$ cat src/rtl/muldiv_pkg.sv
// Shared types for the RV32M multiply/divide sequencer.
package muldiv_pkg;

  typedef enum logic [2:0] {
    OP_MUL    = 3'b000,
    OP_MULH   = 3'b001,
    OP_MULHSU = 3'b010,
    OP_MULHU  = 3'b011,
    OP_DIV    = 3'b100,
    OP_DIVU   = 3'b101,
    OP_REM    = 3'b110,
    OP_REMU   = 3'b111
  } muldiv_op_e;

  typedef enum logic [1:0] {
    IDLE = 2'd0,
    CALC = 2'd1,
    SIGN = 2'd2,
    DONE = 2'd3
  } muldiv_state_e;

  function automatic logic is_div(muldiv_op_e op);
    return op inside {OP_DIV, OP_DIVU, OP_REM, OP_REMU};
  endfunction

endpackage

$ cat src/rtl/muldiv_sequencer.sv
// Iterative shift-add multiplier / restoring divider, one step per cycle.
module muldiv_sequencer
  import muldiv_pkg::*;
#(
  parameter int DATA_WIDTH = 32
) (
  input  logic                  clk,
  input  logic                  rst_n,
  input  logic                  start,
  input  logic                  flush,
  input  logic [2:0]            op,
  input  logic [DATA_WIDTH-1:0] SRCA,
  input  logic [DATA_WIDTH-1:0] SRCB,
  output logic                  busy,
  output logic                  done,
  output logic [DATA_WIDTH-1:0] result
);

  localparam int W  = DATA_WIDTH;
  localparam int CW = $clog2(W);
  localparam logic [W-1:0] ONE  = W'(1);
  localparam logic [W-1:0] SMIN = {1'b1, {(W-1){1'b0}}};

  muldiv_state_e state_q, state_d;
  muldiv_op_e    op_in, op_q;
  logic          neg_q;
  logic [W-1:0]  mcand_q;
  logic [2*W-1:0] acc_q;
  logic [CW-1:0] cnt_q;
  logic [W-1:0]  result_q;

  logic          signed_a, signed_b, a_neg, b_neg, res_neg;
  logic [W-1:0]  a_mag, b_mag;
  logic          div_zero, div_ovf, special;
  logic [W-1:0]  special_res;

  logic [W:0]    mul_sum;
  logic [2*W-1:0] mul_next;
  logic [W:0]    div_shift, div_diff;
  logic          div_ge;
  logic [2*W-1:0] div_next;
  logic [2*W-1:0] prod;
  logic [W-1:0]  div_sel, sign_word;

  // Operand conditioning at launch: magnitudes plus one stored result sign.
  always_comb begin
    op_in    = muldiv_op_e'(op);
    signed_a = op_in inside {OP_MUL, OP_MULH, OP_MULHSU, OP_DIV, OP_REM};
    signed_b = op_in inside {OP_MUL, OP_MULH, OP_DIV, OP_REM};
    a_neg    = signed_a & SRCA[W-1];
    b_neg    = signed_b & SRCB[W-1];
    a_mag    = a_neg ? (~SRCA + ONE) : SRCA;
    b_mag    = b_neg ? (~SRCB + ONE) : SRCB;
    res_neg  = (is_div(op_in) && op[1]) ? a_neg : (a_neg ^ b_neg);
    div_zero = is_div(op_in) && (SRCB == '0);
    div_ovf  = (op_in inside {OP_DIV, OP_REM}) && (SRCA == SMIN) && (SRCB == '1);
    special  = div_zero || div_ovf;
    if (div_zero) special_res = op[1] ? SRCA : '1;
    else          special_res = op[1] ? '0 : SMIN;
  end

  // Per-step datapath; acc holds {hi:lo} = {product high : multiplier} or {remainder : quotient}.
  always_comb begin
    mul_sum   = acc_q[0] ? ({1'b0, acc_q[2*W-1:W]} + {1'b0, mcand_q}) : {1'b0, acc_q[2*W-1:W]};
    mul_next  = {mul_sum, acc_q[W-1:1]};
    div_shift = acc_q[2*W-1:W-1];
    div_ge    = div_shift >= {1'b0, mcand_q};
    div_diff  = div_shift - {1'b0, mcand_q};
    div_next  = {(div_ge ? div_diff[W-1:0] : div_shift[W-1:0]), acc_q[W-2:0], div_ge};
    prod      = neg_q ? (~acc_q + (2*W)'(1)) : acc_q;
    div_sel   = op_q[1] ? acc_q[2*W-1:W] : acc_q[W-1:0];
    if (is_div(op_q))        sign_word = neg_q ? (~div_sel + ONE) : div_sel;
    else if (op_q == OP_MUL) sign_word = prod[W-1:0];
    else                     sign_word = prod[2*W-1:W];
  end

  always_ff @(posedge clk or negedge rst_n) begin
    if (!rst_n) state_q <= IDLE;
    else        state_q <= state_d;
  end

  always_comb begin
    state_d = state_q;
    if (flush) begin
      state_d = IDLE;
    end else begin
      unique case (state_q)
        IDLE: if (start) state_d = special ? DONE : CALC;
        CALC: if (cnt_q == '0) state_d = SIGN;
        SIGN: state_d = DONE;
        DONE: state_d = IDLE;
        default: state_d = IDLE;
      endcase
    end
  end

  always_comb begin
    busy = (state_q == CALC) || (state_q == SIGN);
    done = (state_q == DONE);
  end

  always_ff @(posedge clk or negedge rst_n) begin
    if (!rst_n) begin
      op_q     <= OP_MUL;
      neg_q    <= 1'b0;
      mcand_q  <= '0;
      acc_q    <= '0;
      cnt_q    <= '0;
      result_q <= '0;
    end else if (!flush) begin
      unique case (state_q)
        IDLE: begin
          if (start) begin
            op_q    <= op_in;
            neg_q   <= res_neg;
            cnt_q   <= CW'(W - 1);
            mcand_q <= is_div(op_in) ? b_mag : a_mag;
            acc_q   <= {{W{1'b0}}, (is_div(op_in) ? a_mag : b_mag)};
            if (special) result_q <= special_res;
          end
        end
        CALC: begin
          acc_q <= is_div(op_q) ? div_next : mul_next;
          cnt_q <= cnt_q - CW'(1);
        end
        SIGN: result_q <= sign_word;
        default: ;
      endcase
    end
  end

  assign result = result_q;

endmodule

$ cat config.mk
export PLATFORM = sky130hd
export DESIGN_NAME = muldiv_sequencer
export DESIGN_NICKNAME = d
export VERILOG_FILES = /design/src/rtl/muldiv_pkg.sv /design/src/rtl/muldiv_sequencer.sv
export SDC_FILE = /design/constraint.sdc
export NUM_CORES = 1
export LEC_CHECK = 0
export ABC_CLOCK_PERIOD_IN_PS = 5210
export BUFFER_PORTS_ARGS = -buffer_cell sky130_fd_sc_hd__buf_2
export CORE_MARGIN = 3
export CORE_UTILIZATION = 30
export DETAILED_ROUTE_END_ITERATION = 6
export SYNTH_ARGS = -nofsm -noshare
export SYNTH_HDL_FRONTEND = slang
export SYNTH_SLANG_ARGS = --single-unit
$ cat constraint.sdc
create_clock -name clk -period 5.21 [get_ports clk]
set_input_delay 1.042 -clock clk [delete_from_list [all_inputs] [get_ports clk]]
set_output_delay 1.042 -clock clk [all_outputs]
set_load 0.01 [all_outputs]
==> results of run 1 <==
## registers in the layout (all words and copies together), names as in the netlist
register  flops
acc_q        64
mcand_q      32
result       32
cnt_q         5
op_q          3
state_q       2
neg_q         1
## logic make-up (layout without fill, tap and decap cells)
family,after synthesis,count (layout),share of synthesized area
AOI/OAI and AO/OA,740,740,0.2817
and+or+nand+nor,721,721,0.2155
buffers and inverters,255,252,0.06269
xor gates and xnor gates,198,198,0.1063
DFF,139,139,0.2133
muxes,94,94,0.06054
adders and majority gates,77,77,0.06000
other,0,5,0
## layout by cell type, fill, tap and decap left out, types with 24 or more instances in the layout
cell / instances
mux2_2: 37
o21ai_1: 32
a21oi_1: 232
mux2i_1: 57
o211ai_1: 28
nand2_1: 227
nor3_1: 47
ha_1: 74
xnor2_1: 118
xor2_1: 80
nor2_1: 207
a21o_1: 26
buf_2: 102
buf_4: 44
o21ai_0: 175
nand4_1: 28
o31ai_1: 26
a211oi_1: 46
inv_1: 70
nand2b_1: 24
nand3_1: 42
dfrtp_1: 136
## routing by layer
metal / vias up / share of wire / global-route usage
met5: - / 0.00066 / 0
met4: 8 / 0.050 / 0.1151
met3: 153 / 0.088 / 0.04003
met2: 925 / 0.44 / 0.3723
met1: 8509 / 0.42 / 0.3248
li1: 8021 / - / -
## worst max path at each step
| stage | endpoint | slack [ns] | depth (start not counted) |
|---|---|---|---|
| after floorplan | result[30]$_DFFE_PN0P_ | 1.24 | 16 |
| after global placement | result[8]$_DFFE_PN0P_ | 0.90 | 13 |
| after detailed placement | result[8]$_DFFE_PN0P_ | 0.89 | 13 |
| after CTS | acc_q[63]$_DFFE_PN0P_ | 1.24 | 10 |
| after global routing | acc_q[59]$_DFFE_PN0P_ | 0.97 | 11 |
| final | acc_q[63]$_DFFE_PN0P_ | 1.04 | 10 |
## stage by stage
stage,std cells,hold slack [ns],utilization
after floorplan,2224,0.4609,-
after global placement,2877,0.4605,0.3257
after detailed placement,2877,0.4643,0.3257
after CTS,2909,0.4794,0.3365
after global routing,2910,0.5105,0.3365
final,2914,0.4743,0.3367
## critical path, stage by stage, from the launching register on
cell	delay (ns)
dfrtp_1	0.87
ha_1	0.43
o21a_1	0.20
o31a_1	0.15
o41ai_1	0.87
a2111oi_0	0.27
buf_4	0.21
o211ai_1	0.26
a21oi_1	0.19
o21ai_0	0.42
a22oi_1	0.16
## area by class of cell
| class | count | area (um2) |
|---|---|---|
| Tap cell | 688 | 860.8 |
| Sequential cell | 139 | 3485 |
| Fill cell | 5727 | 35270 |
| Timing Repair Buffer | 148 | 872.1 |
| Multi-Input combinational cell | 1830 | 11840 |
| Inverter | 72 | 270.3 |
| Antenna cell | 5 | 12.51 |
| Clock inverter | 13 | 118.9 |
| Clock buffer | 19 | 452.9 |
## where the power goes
group / internal, mW / switching (mW) / leakage, nW / total (mW)
clock network: 0.682 / 0.555 / 0.260 / 1.24
registers: 1.48 / 0.946 / 1.74 / 2.43
logic: 3.05 / 4.89 / 5.28 / 7.94
==> out/metrics.cfg, run 1 <==
[placed_design]
dp_hpwl_um=53130
gp_congestion=1.029
place.port_buffers=104
pre_cts_ws_ns=0.8867
placedInstanceArea_um2=17320

[synth]
yosysMostFrequentCell=a21oi_1
synth_area_um2=16310
synth_nets=2372
ys_types=87
synth_edf_count=0
syn_inst=2224
yosysWarnings=0
synth_commonest_cells=233 x a21oi_1, 227 x nand2_1, 210 x nor2_1, 175 x o21ai_0, 144 x clkbuf_1
synth.largest_area_cell=dfrtp_1
async_flop_share=1.000
ys_seq_elements=139
synth_ff_type=dfrtp_1
avgSynthCellArea_um2=7.332
ys_top_cells_by_area=dfrtp_1 21%, a21oi_1 7.2%, xnor2_1 6.3%
yosys.area.top_type_share=0.2133
ys_seq_area_frac=0.2133

[floorplanning]
rows=84
die_x_um=239.1
fp.dieH_um=239.1
core-area_um2=53180
die_area_um2=57190
initial_core_util=0.3066
ios=105

[cts]
cts_buffers=17
cts_root_buf=clkbuf_16
cts_tree=done
htree_levels=4
clockBufferDepth=2
clk_pin_slew_ns=0.06
clock-sinks=139
clk_latency_ns=0.47
cts.repair.resized=0
post_cts_buffers=0
cts.hold.buffers_added=0

[worst_setup_path]
cp.required_ns=5.53
worst_setup_path_end_kind=register
worst-setup-path-type=reg -> reg
crit_arrival_ns=4.49
worst-r2r-setup-slack_ns=1.04
r2r-start=acc_q[35]$_DFFE_PN0P_
r2r_end=acc_q[63]$_DFFE_PN0P_
r2r_cells=10
crit_path_start_kind=register
path_max_fanout=16
timing.critical_path.from=acc_q[35]$_DFFE_PN0P_

[sta]
rsz0062_at_grt=no
fmax_mhz=239.9
min_period_ns=4.168
fin_ws_ns=1.042
fin_setup_tns_ns=0
finalSetupViolations=0
clock_skew_ns=0.01105
worst_slew_pin_slew_ns=1.122
slew_headroom=0.2512
fin_crit_sh=0.8001
slew_viol_final=0
hold_viol=0

[cells_and_area]
drive_gt1_frac=0.1193
final_area_um2=17910
fin_nets=2356
area_growth_pct=9.814

[global_route]
grt_max_degree=61
grt_remaining_overflow=0
grt_usage=0.2401
grt_pass1_vias=16612
grt_pass1_wl_um=105500
grt_antenna_before_repair=9

[pwr]
powerDensity_nw_per_um2=647.8
irDropWorstVdd_v=0.0003056
power_mw=11.60
power.leakage_nw=7.281

[routing]
antenna_left=0
drt_iter0_drc=2075
drt-total-wl_um=69750
viasPerCell=6.045
num_vias=17616
wl_per_cell_um=23.94
dr.pass1.iters=7
drc=0

[worst_hold_path]
hp-class=reg -> reg
hold_end=result[18]$_DFFE_PN0P_
hold_start=result[18]$_DFFE_PN0P_
hold_depth=1

[status]
outcome=complete, no violations

[run]
max-cap-violations=0

(Power assumes the default switching activity.)
==> run 2: changes to the inputs <==
--- a/config.mk
+++ b/config.mk
@@ -5,7 +5,7 @@
 export SDC_FILE = /design/constraint.sdc
 export NUM_CORES = 1
 export LEC_CHECK = 0
-export ABC_CLOCK_PERIOD_IN_PS = 5210
+export ABC_CLOCK_PERIOD_IN_PS = 3800
 export BUFFER_PORTS_ARGS = -buffer_cell sky130_fd_sc_hd__buf_2
 export CORE_MARGIN = 3
 export CORE_UTILIZATION = 30
==> constraint.sdc (replaced) <==
create_clock -name clk -period 3.8 [get_ports clk]
set_input_delay 0.76 -clock clk [delete_from_list [all_inputs] [get_ports clk]]
set_output_delay 0.76 -clock clk [all_outputs]
set_load 0.01 [all_outputs]
==> run 2 against run 1 <==
The run now ends with design-rule violations left. Count of clock-buffer cells in the layout is 1 lower. Clock skew is essentially flat. Non-clock buffer count up 81. Worst setup slack got worse by 0.85 ns. Critical path depth did not move. Largest cell class unchanged.
==> out/metrics.cfg, run 2 (synthesized netlist as in run 1, its figures left out) <==
[cts]
clk_pin_slew_ns=0.06
clk_latency_ns=0.46
cts_buffers=17
clockBufferDepth=2
clock-sinks=139
cts_root_buf=clkbuf_16
cts_tree=done
cts.hold.buffers_added=0
post_cts_buffers=0
htree_levels=4

[placed_design]
dp_hpwl_um=54710
placedInstanceArea_um2=17990
pre_cts_ws_ns=-0.02121
gp_congestion=1.043
place.port_buffers=104

[worst_setup_path]
critPathMostFrequentCell=buf_4
path_buf_inv=2
crit_arrival_ns=3.99
worst-r2r-setup-slack_ns=0.20
worst-setup-path-type=reg -> reg
r2r-start=acc_q[41]$_DFFE_PN0P_
path_delay_family=compound AO/OA/AOI/OAI gates
worst_setup_path_end_kind=register
r2r_cells=10
crit_path_top_delay_cell=o311ai_0
r2r_end=acc_q[36]$_DFFE_PN0P_
crit_path_start_kind=register
cp.required_ns=4.19
critical_path.max_stage_delay_ns=0.64
path_max_fanout=19
worstPathCellList=buf_4, ha_1, nand4_1, o21ai_0, a32oi_1, nand2_1, a21oi_4, buf_4, o311ai_0, a32o_1

[status]
outcome=complete, but fails checks
violations=design-rule violations

[floorplanning]
ios=105
die_area_um2=57190
rows=84
die_x_um=239.1
fp.dieH_um=239.1
core-area_um2=53180
initial_core_util=0.3066

[cells_and_area]
area_growth_pct=13.81
regMostFlops=acc_q
final_common_cell=a21oi_1
utilization=0.3490
drive_gt1_frac=0.1516
largest_reg_flops=64
final_cell_mix=232 x a21oi_1, 227 x nand2_1, 207 x nor2_1, 175 x o21ai_0, 136 x dfrtp_1
fin_nets=2437
final_area_um2=18560

[sta]
worst_slew_pin_slew_ns=1.027
finalSetupViolations=0
hold_slack_ns=0.2435
rsz0062_at_grt=no
clock_skew_ns=0.01140
hold_viol=0
fin_ws_ns=0.1961
slew_viol_final=0
slew_headroom=0.3152
fin_crit_sh=0.9484
fmax_mhz=277.5
min_period_ns=3.604

[routing]
drt_iter0_drc=2313
drt-total-wl_um=70910
dr.pass1.iters=7
viasPerCell=6.022
wl_per_cell_um=23.69
dr_wl_met2_um=30760
wirelength_met1_um=29610
num_vias=18025
detailroute.wirelength.met3_um=6583
drc=1
antenna_left=0
highest_layer=met5

[global_route]
grt_usage=0.2417
grt_remaining_overflow=0
grt_pass1_vias=16838
grt_max_degree=72
grt_antenna_before_repair=6
grt_pass1_wl_um=105100

[pwr]
power_mw=16.54
irDropWorstVdd_v=0.0004582
power.leakage_nw=7.696
powerDensity_nw_per_um2=891.4

[worst_hold_path]
hp-class=in -> async

[run]
max-cap-violations=0

==> run 2: how the worst max path moves through the flow <==
| stage | startpoint | end | slack (ns) | depth (start not counted) |
|---|---|---|---|---|
| 6_report | acc_q[41]$_DFFE_PN0P_ | acc_q[36]$_DFFE_PN0P_ | 0.20 | 10 |
| 5_1_grt | op_q[1]$_DFFE_PN0P_ | result[31]$_DFFE_PN0P_ | 0.05 | 10 |
| 4_1_cts | mcand_q[5]$_DFFE_PN0P_ | acc_q[59]$_DFFE_PN0P_ | 0.18 | 10 |
| 3_5_place_dp | SRCB[1] | result[0]$_DFFE_PN0P_ | -0.02 | 11 |
| 3_3_place_gp | SRCB[0] | result[0]$_DFFE_PN0P_ | 0.04 | 11 |
| 2_1_floorplan | op_q[1]$_DFFE_PN0P_ | result[30]$_DFFE_PN0P_ | 0.1 | 16 |
==> run 2: area by class of cell <==
class                      instances  area, um2
clock buffer                      18      429.2
antenna                            3      7.507
sequential                       139       3485
tap                              688      860.8
inverter                          72      270.3
clock inverter                    14      115.1
timing repair buffer             229       1530
fill                            5679      34620
multi-input combinational       1830      11860
==> run 2: through the flow <==
step                std cells  setup TNS [ns]
floorplan                2224               0
global placement         2958               0
detailed placement       2958        -0.02121
CTS                      2990               0
global route             2992               0
finish                   2993               0
==> run 2: routing by layer <==
metal  vias up  GRT usage
li1       8181          -
met1      8657     0.3248
met4         2     0.1294
met3       179    0.04280
met2      1006     0.3691
met5         -          0
==> run 2: worst reg2reg max path: stages, from the launching register on <==
cell and delay, ns:
dfrtp_1 0.39, buf_4 0.20, ha_1 0.43, nand4_1 0.22, o21ai_0 0.63, a32oi_1 0.22, nand2_1 0.21, a21oi_4 0.10
buf_4 0.24, o311ai_0 0.65, a32o_1 0.27
==> run 2: report_power, final <==
| group | switching [mW] | internal [mW] | total [mW] | leakage, nW |
|---|---|---|---|---|
| sequential | 0.951 | 2.04 | 2.99 | 1.74 |
| combinational | 7.26 | 4.65 | 11.9 | 5.71 |
| clock | 0.796 | 0.846 | 1.64 | 0.247 |
==> run 2: repair_timing <==
| action | in CTS | in global routing |
|---|---|---|
| setup endpoints to repair | 0 | 5 |
| endpoints found under the hold margin | 0 | 0 |
| gates resized for setup | 0 | 5 |
